### config.mk
export PLATFORM = sky130hd
export DESIGN_NAME = tt_capture
export DESIGN_NICKNAME = d
export VERILOG_FILES = /design/src/rtl/tt_capture.sv
export SDC_FILE = /design/constraint.sdc
export NUM_CORES = 1
export LEC_CHECK = 0
export BUFFER_PORTS_ARGS = -buffer_cell sky130_fd_sc_hd__buf_2
export CORE_ASPECT_RATIO = 1.25
export CORE_UTILIZATION = 60
export DETAILED_ROUTE_END_ITERATION = 6
export GPL_TIMING_DRIVEN = 0
export PLACE_DENSITY_LB_ADDON = 0.1
export SYNTH_ARGS = -nofsm -noshare
export SYNTH_HDL_FRONTEND = slang
export SYNTH_SLANG_ARGS = --single-unit
export TNS_END_PERCENT = 20
### constraint.sdc
create_clock -name clk -period 6.7 [get_ports clk]
set_clock_uncertainty 0.05 [all_clocks]
set_input_delay 0.67 -clock clk [delete_from_list [all_inputs] [get_ports clk]]
set_output_delay 0.67 -clock clk [all_outputs]
set_load 0.01 [all_outputs]
### src/rtl/tt_capture.sv
// tt_capture: sequential truth-table reader for an N_IN-input combinational
// network. Steps every input vector onto x, holds it SETTLE_CYCLES+1 cycles,
// samples the network output f_in into tt, then makes a second pass over the
// table to decide positive monotonicity.
//
// Ports:
//   clk, rst   clock, asynchronous active-high reset
//   start      begin a capture (accepted only in IDLE)
//   x          vector driven to the network under evaluation
//   f_in       network output, sampled synchronously
//   busy       capture in progress
//   done       one-cycle pulse when results are final
//   valid      results valid from done until the next accepted start
//   tt         truth table, tt[i] = f(x=i)
//   weight     number of ones in tt
//   monotone   function is positive-monotone
module tt_capture #(
   parameter int N_IN          = 7,
   parameter int SETTLE_CYCLES = 1
) (
   input  logic                   clk,
   input  logic                   rst,
   input  logic                   start,
   output logic [N_IN-1:0]        x,
   input  logic                   f_in,
   output logic                   busy,
   output logic                   done,
   output logic                   valid,
   output logic [(1<<N_IN)-1:0]   tt,
   output logic [N_IN:0]          weight,
   output logic                   monotone
);

   localparam logic [N_IN-1:0] IDX_ONE  = 1;
   localparam logic [N_IN-1:0] IDX_LAST = '1;
   localparam logic [3:0]      SETTLE   = 4'(SETTLE_CYCLES);

   typedef enum logic [1:0] {IDLE, SWEEP, CHECK, FIN} state_t;

   state_t          state, state_nx;
   logic [N_IN-1:0] idx;
   logic [3:0]      cnt;
   logic            sample;
   logic            last;
   logic            viol;

   // sample on the edge that closes the hold window of the current vector
   assign sample = (state == SWEEP) && (cnt == SETTLE);
   assign last   = (idx == IDX_LAST);

   assign x    = (state == SWEEP) ? idx : '0;
   assign busy = (state == SWEEP) || (state == CHECK);
   assign done = (state == FIN);

   always_ff @(posedge clk or posedge rst) begin
      if (rst) state <= IDLE;
      else     state <= state_nx;
   end

   always_comb begin
      state_nx = state;
      case (state)
         IDLE:    if (start) state_nx = SWEEP;
         SWEEP:   if (sample && last) state_nx = CHECK;
         CHECK:   if (last) state_nx = FIN;
         FIN:     state_nx = IDLE;
         default: state_nx = IDLE;
      endcase
   end

   // A one at idx with a zero at any single-bit-raised neighbour breaks
   // positive monotonicity; all neighbours are examined in the same cycle.
   always_comb begin
      viol = 1'b0;
      for (int j = 0; j < N_IN; j++) begin
         if (!idx[j] && tt[idx] && !tt[idx | (IDX_ONE << j)]) viol = 1'b1;
      end
   end

   always_ff @(posedge clk or posedge rst) begin
      if (rst) begin
         idx      <= '0;
         cnt      <= '0;
         tt       <= '0;
         weight   <= '0;
         valid    <= 1'b0;
         monotone <= 1'b0;
      end else begin
         case (state)
            IDLE: begin
               if (start) begin
                  idx      <= '0;
                  cnt      <= '0;
                  tt       <= '0;
                  weight   <= '0;
                  valid    <= 1'b0;
                  monotone <= 1'b0;
               end
            end
            SWEEP: begin
               if (sample) begin
                  tt[idx] <= f_in;
                  weight  <= weight + {{N_IN{1'b0}}, f_in};
                  cnt     <= '0;
                  if (last) begin
                     idx      <= '0;
                     monotone <= 1'b1;
                  end else begin
                     idx <= idx + IDX_ONE;
                  end
               end else begin
                  cnt <= cnt + 4'd1;
               end
            end
            CHECK: begin
               if (viol) monotone <= 1'b0;
               if (last) begin
                  idx   <= '0;
                  valid <= 1'b1;
               end else begin
                  idx <= idx + IDX_ONE;
               end
            end
            default: ;
         endcase
      end
   end

endmodule
==> impl_metrics.py <==
metrics = {
    "routing": {
        "routed_wl_mm": 36.1,
        "drc": 0,
        "drt_iter0_drc": 1512,
        "viasPerCell": 7.25,
        "wire_per_inst_um": 26.6,
        "drtAntennaViolNets": 0,
        "firstDrtPassIters": 6,
        "dr_total_vias": 9830,
    },
    "grt": {
        "grt_max_degree": 85,
        "grt_overflow": 0,
        "grt_pass1_vias": 9127,
        "antenna_found_initial": 0,
        "track_usage_pct": 45.3,
        "grt_pass1_wl_mm": 54.4,
    },
    "worst_setup_path": {
        "arrival_ns": 4.29,
        "startpoint_type": "flop",
        "critPathMaxFanout": 10,
        "crit_type": "reg -> reg",
        "r2r_slack_ns": 2.66,
        "crit_required_ns": 6.95,
        "critPathCaptureType": "flop",
        "slowest_delay_ns": 0.56,
        "worstRegToRegCells": 10,
        "crit_top_cell": "buf_2",
        "path_cells": "buf_2 -> buf_2 -> buf_4 -> buf_2 -> buf_1 -> nor2b_1 -> nand3_1 -> clkbuf_1 -> o211ai_1 -> o31ai_1",
        "cpMaxStageDelayCell": "nand3_1",
    },
    "logic_synthesis": {
        "synthCells": 961,
        "synth_area_leaders": "dfrtp_1, mux4_2, o31ai_1",
        "synth_edf_count": 0,
        "yosysMostFrequentCell": "dfrtp_1",
        "synth_area_per_cell_um2": 10.0,
        "synthesis.area_um2": 9620,
        "syn-num-nets": 974,
        "synth_common_cells": "dfrtp_1, nand2_1, nand3_1, o31ai_1",
        "ys_async_sr_fraction_pct": 100,
        "synth_cell_types": 62,
        "synth.top_cell.area_share_pct": 39.3,
        "yosysSeqAreaShare_pct": 39.3,
        "ys_warn_count": 0,
        "synth-main-ff-cell": "dfrtp_1",
        "yosysTopAreaCell": "dfrtp_1",
        "synth-seq-cells": 151,
    },
    "clock_network": {
        "numClockSinks": 151,
        "clockBufferDepth": 2,
        "postCtsSetupBuffers": 0,
        "clk_latency_ns": 0.43,
        "tritoncts": "yes",
        "clk_pin_slew_worst_paths_ns": 0.07,
        "post_cts_resized": 0,
        "htreeDepth": 4,
        "cts_made_buffers": 17,
        "clockRootBuffer": "clkbuf_16",
        "ctsHoldBuffers": 0,
    },
    "timing": {
        "final-hold-violation-count": 0,
        "fin_crit_sh_pct": 60.3,
        "worst_pin_slew_ns": 1.42,
        "final.setup.tns_ns": 0,
        "grt_setup_unrepaired": "false",
        "maxSlewHeadroom_pct": 4.30,
        "finalWorstSetupSlack_ns": 2.66,
        "hold_slack_ns": 0.277,
        "slew_viol_final": 0,
        "min_period_ns": 4.04,
        "final-setup-viol-count": 0,
        "max_freq_mhz": 248,
    },
    "floorplan": {
        "die_width_um": 115,
        "ios": 151,
        "core_um2": 15600,
        "die_area_um2": 16600,
        "rows": 51,
        "die_y_um": 144,
        "start_util_pct": 61.6,
    },
    "cells_and_area": {
        "area_delta_synth_final_pct": 17.1,
        "diodes": 0,
        "drive_gt1_share_pct": 25.5,
        "fin_nets": 1144,
        "fill_cells": 1187,
    },
    "power": {
        "powerDensity_nw_per_um2": 297,
        "p_leak_uw": 0.00492,
        "ir_drop_mv": 0.231,
    },
    "worst_hold_path": {
        "hp-class": "in -> async",
    },
    "flow_run": {
        "drv_cap": 0,
    },
    "outcome": {
        "status": "complete, no violations",
    },
    "place": {
        "dp_hpwl_mm": 26.0,
        "portBuffers": 150,
        "gp_congestion": 1.05,
        "pre_cts_slack_ns": 2.97,
    },
}
cell families after synthesis:
logic type	after synthesis	share of synthesized area, %
buffers and inverters	109	5.24
multiplexers	106	18.8
AND/OR/NAND/NOR	293	14.5
AO/OA/AOI/OAI	287	20.5
XOR/XNOR	6	0.546
flip-flops	151	39.3
adder cells (fa/ha/maj)	9	1.17
path summary, 6_finish.rpt:
| check | endpoint | startpoint |
|---|---|---|
| hold reg to reg | cnt[3] | cnt[3] |
| min in group clk | cnt[3] | cnt[3] |
| max in group asynchronous | tt[79] | rst |
| setup / recovery | tt[77] | idx[2] |
| hold / removal | cnt[3] | rst |
| setup reg to reg | tt[77] | idx[2] |
registers in the layout, indices dropped and copies added (netlist names):
| register | count |
|---|---|
| weight | 8 |
| cnt | 4 |
| tt | 128 |
| valid | 1 |
| state | 2 |
| idx | 7 |
| monotone | 1 |
final cells by class:
class	instances	area [µm²]	share of cell area, %
Tap cell	212	265	2.35
Clock buffer	19	443	3.93
Inverter	12	50.0	0.444
Buffer	97	459	4.08
Timing Repair Buffer	151	778	6.91
Sequential cell	151	3780	33.5
Multi-Input combinational cell	701	5350	47.5
Clock inverter	13	146	1.30
routing by layer:
metal | part of all wire [%] | wire length, µm | track usage, %
met2 | 46 | 16500 | 69.3
met1 | 36 | 13000 | 56.5
met5 | 0 | 0 | 0
met4 | 6.6 | 2400 | 28.6
met3 | 11 | 4120 | 12.7
cell usage in the layout, fill, tap and decap left out, types with 8 or more instances in the layout:
master / instances
a21oi_1: 18
and2_1: 10
buf_1: 14
buf_2: 167
clkbuf_1: 57
clkbuf_16: 17
dfrtp_1: 151
ha_1: 9
inv_1: 9
mux2_2: 25
mux2i_1: 25
mux4_1: 8
mux4_2: 46
nand2_1: 111
nand2b_1: 10
nand3_1: 83
nand4_1: 8
nor2_1: 26
nor2b_1: 11
nor3_1: 13
o211ai_1: 75
o21ai_0: 75
o31ai_1: 76
worst max-delay path, delay by kind of cell, from the launching register on:
family / cells / cell delay, ns
buf+inv: 6 / 2.07
simple gates: 2 / 0.98
compound gates: 2 / 0.38
flops: 1 / 0.40
stage by stage:
stage	utilization, %	total power [µW]	area [µm²]	instances
2_1_floorplan	-	1870	9620	961
3_3_place_gp	68.1	2310	10600	1323
3_5_place_dp	68.3	2320	10700	1324
4_1_cts	72.0	3280	11300	1356
5_1_grt	72.1	3440	11300	1356
6_report	72.1	3350	11300	1356
where the power goes:
group	internal (µW)	total, µW	switching [µW]
combinational	385	1380	999
clock	563	974	411
sequential	947	988	40.9
total	1900	3350	1450
Note: power is estimated with default switching activity, not from simulation.
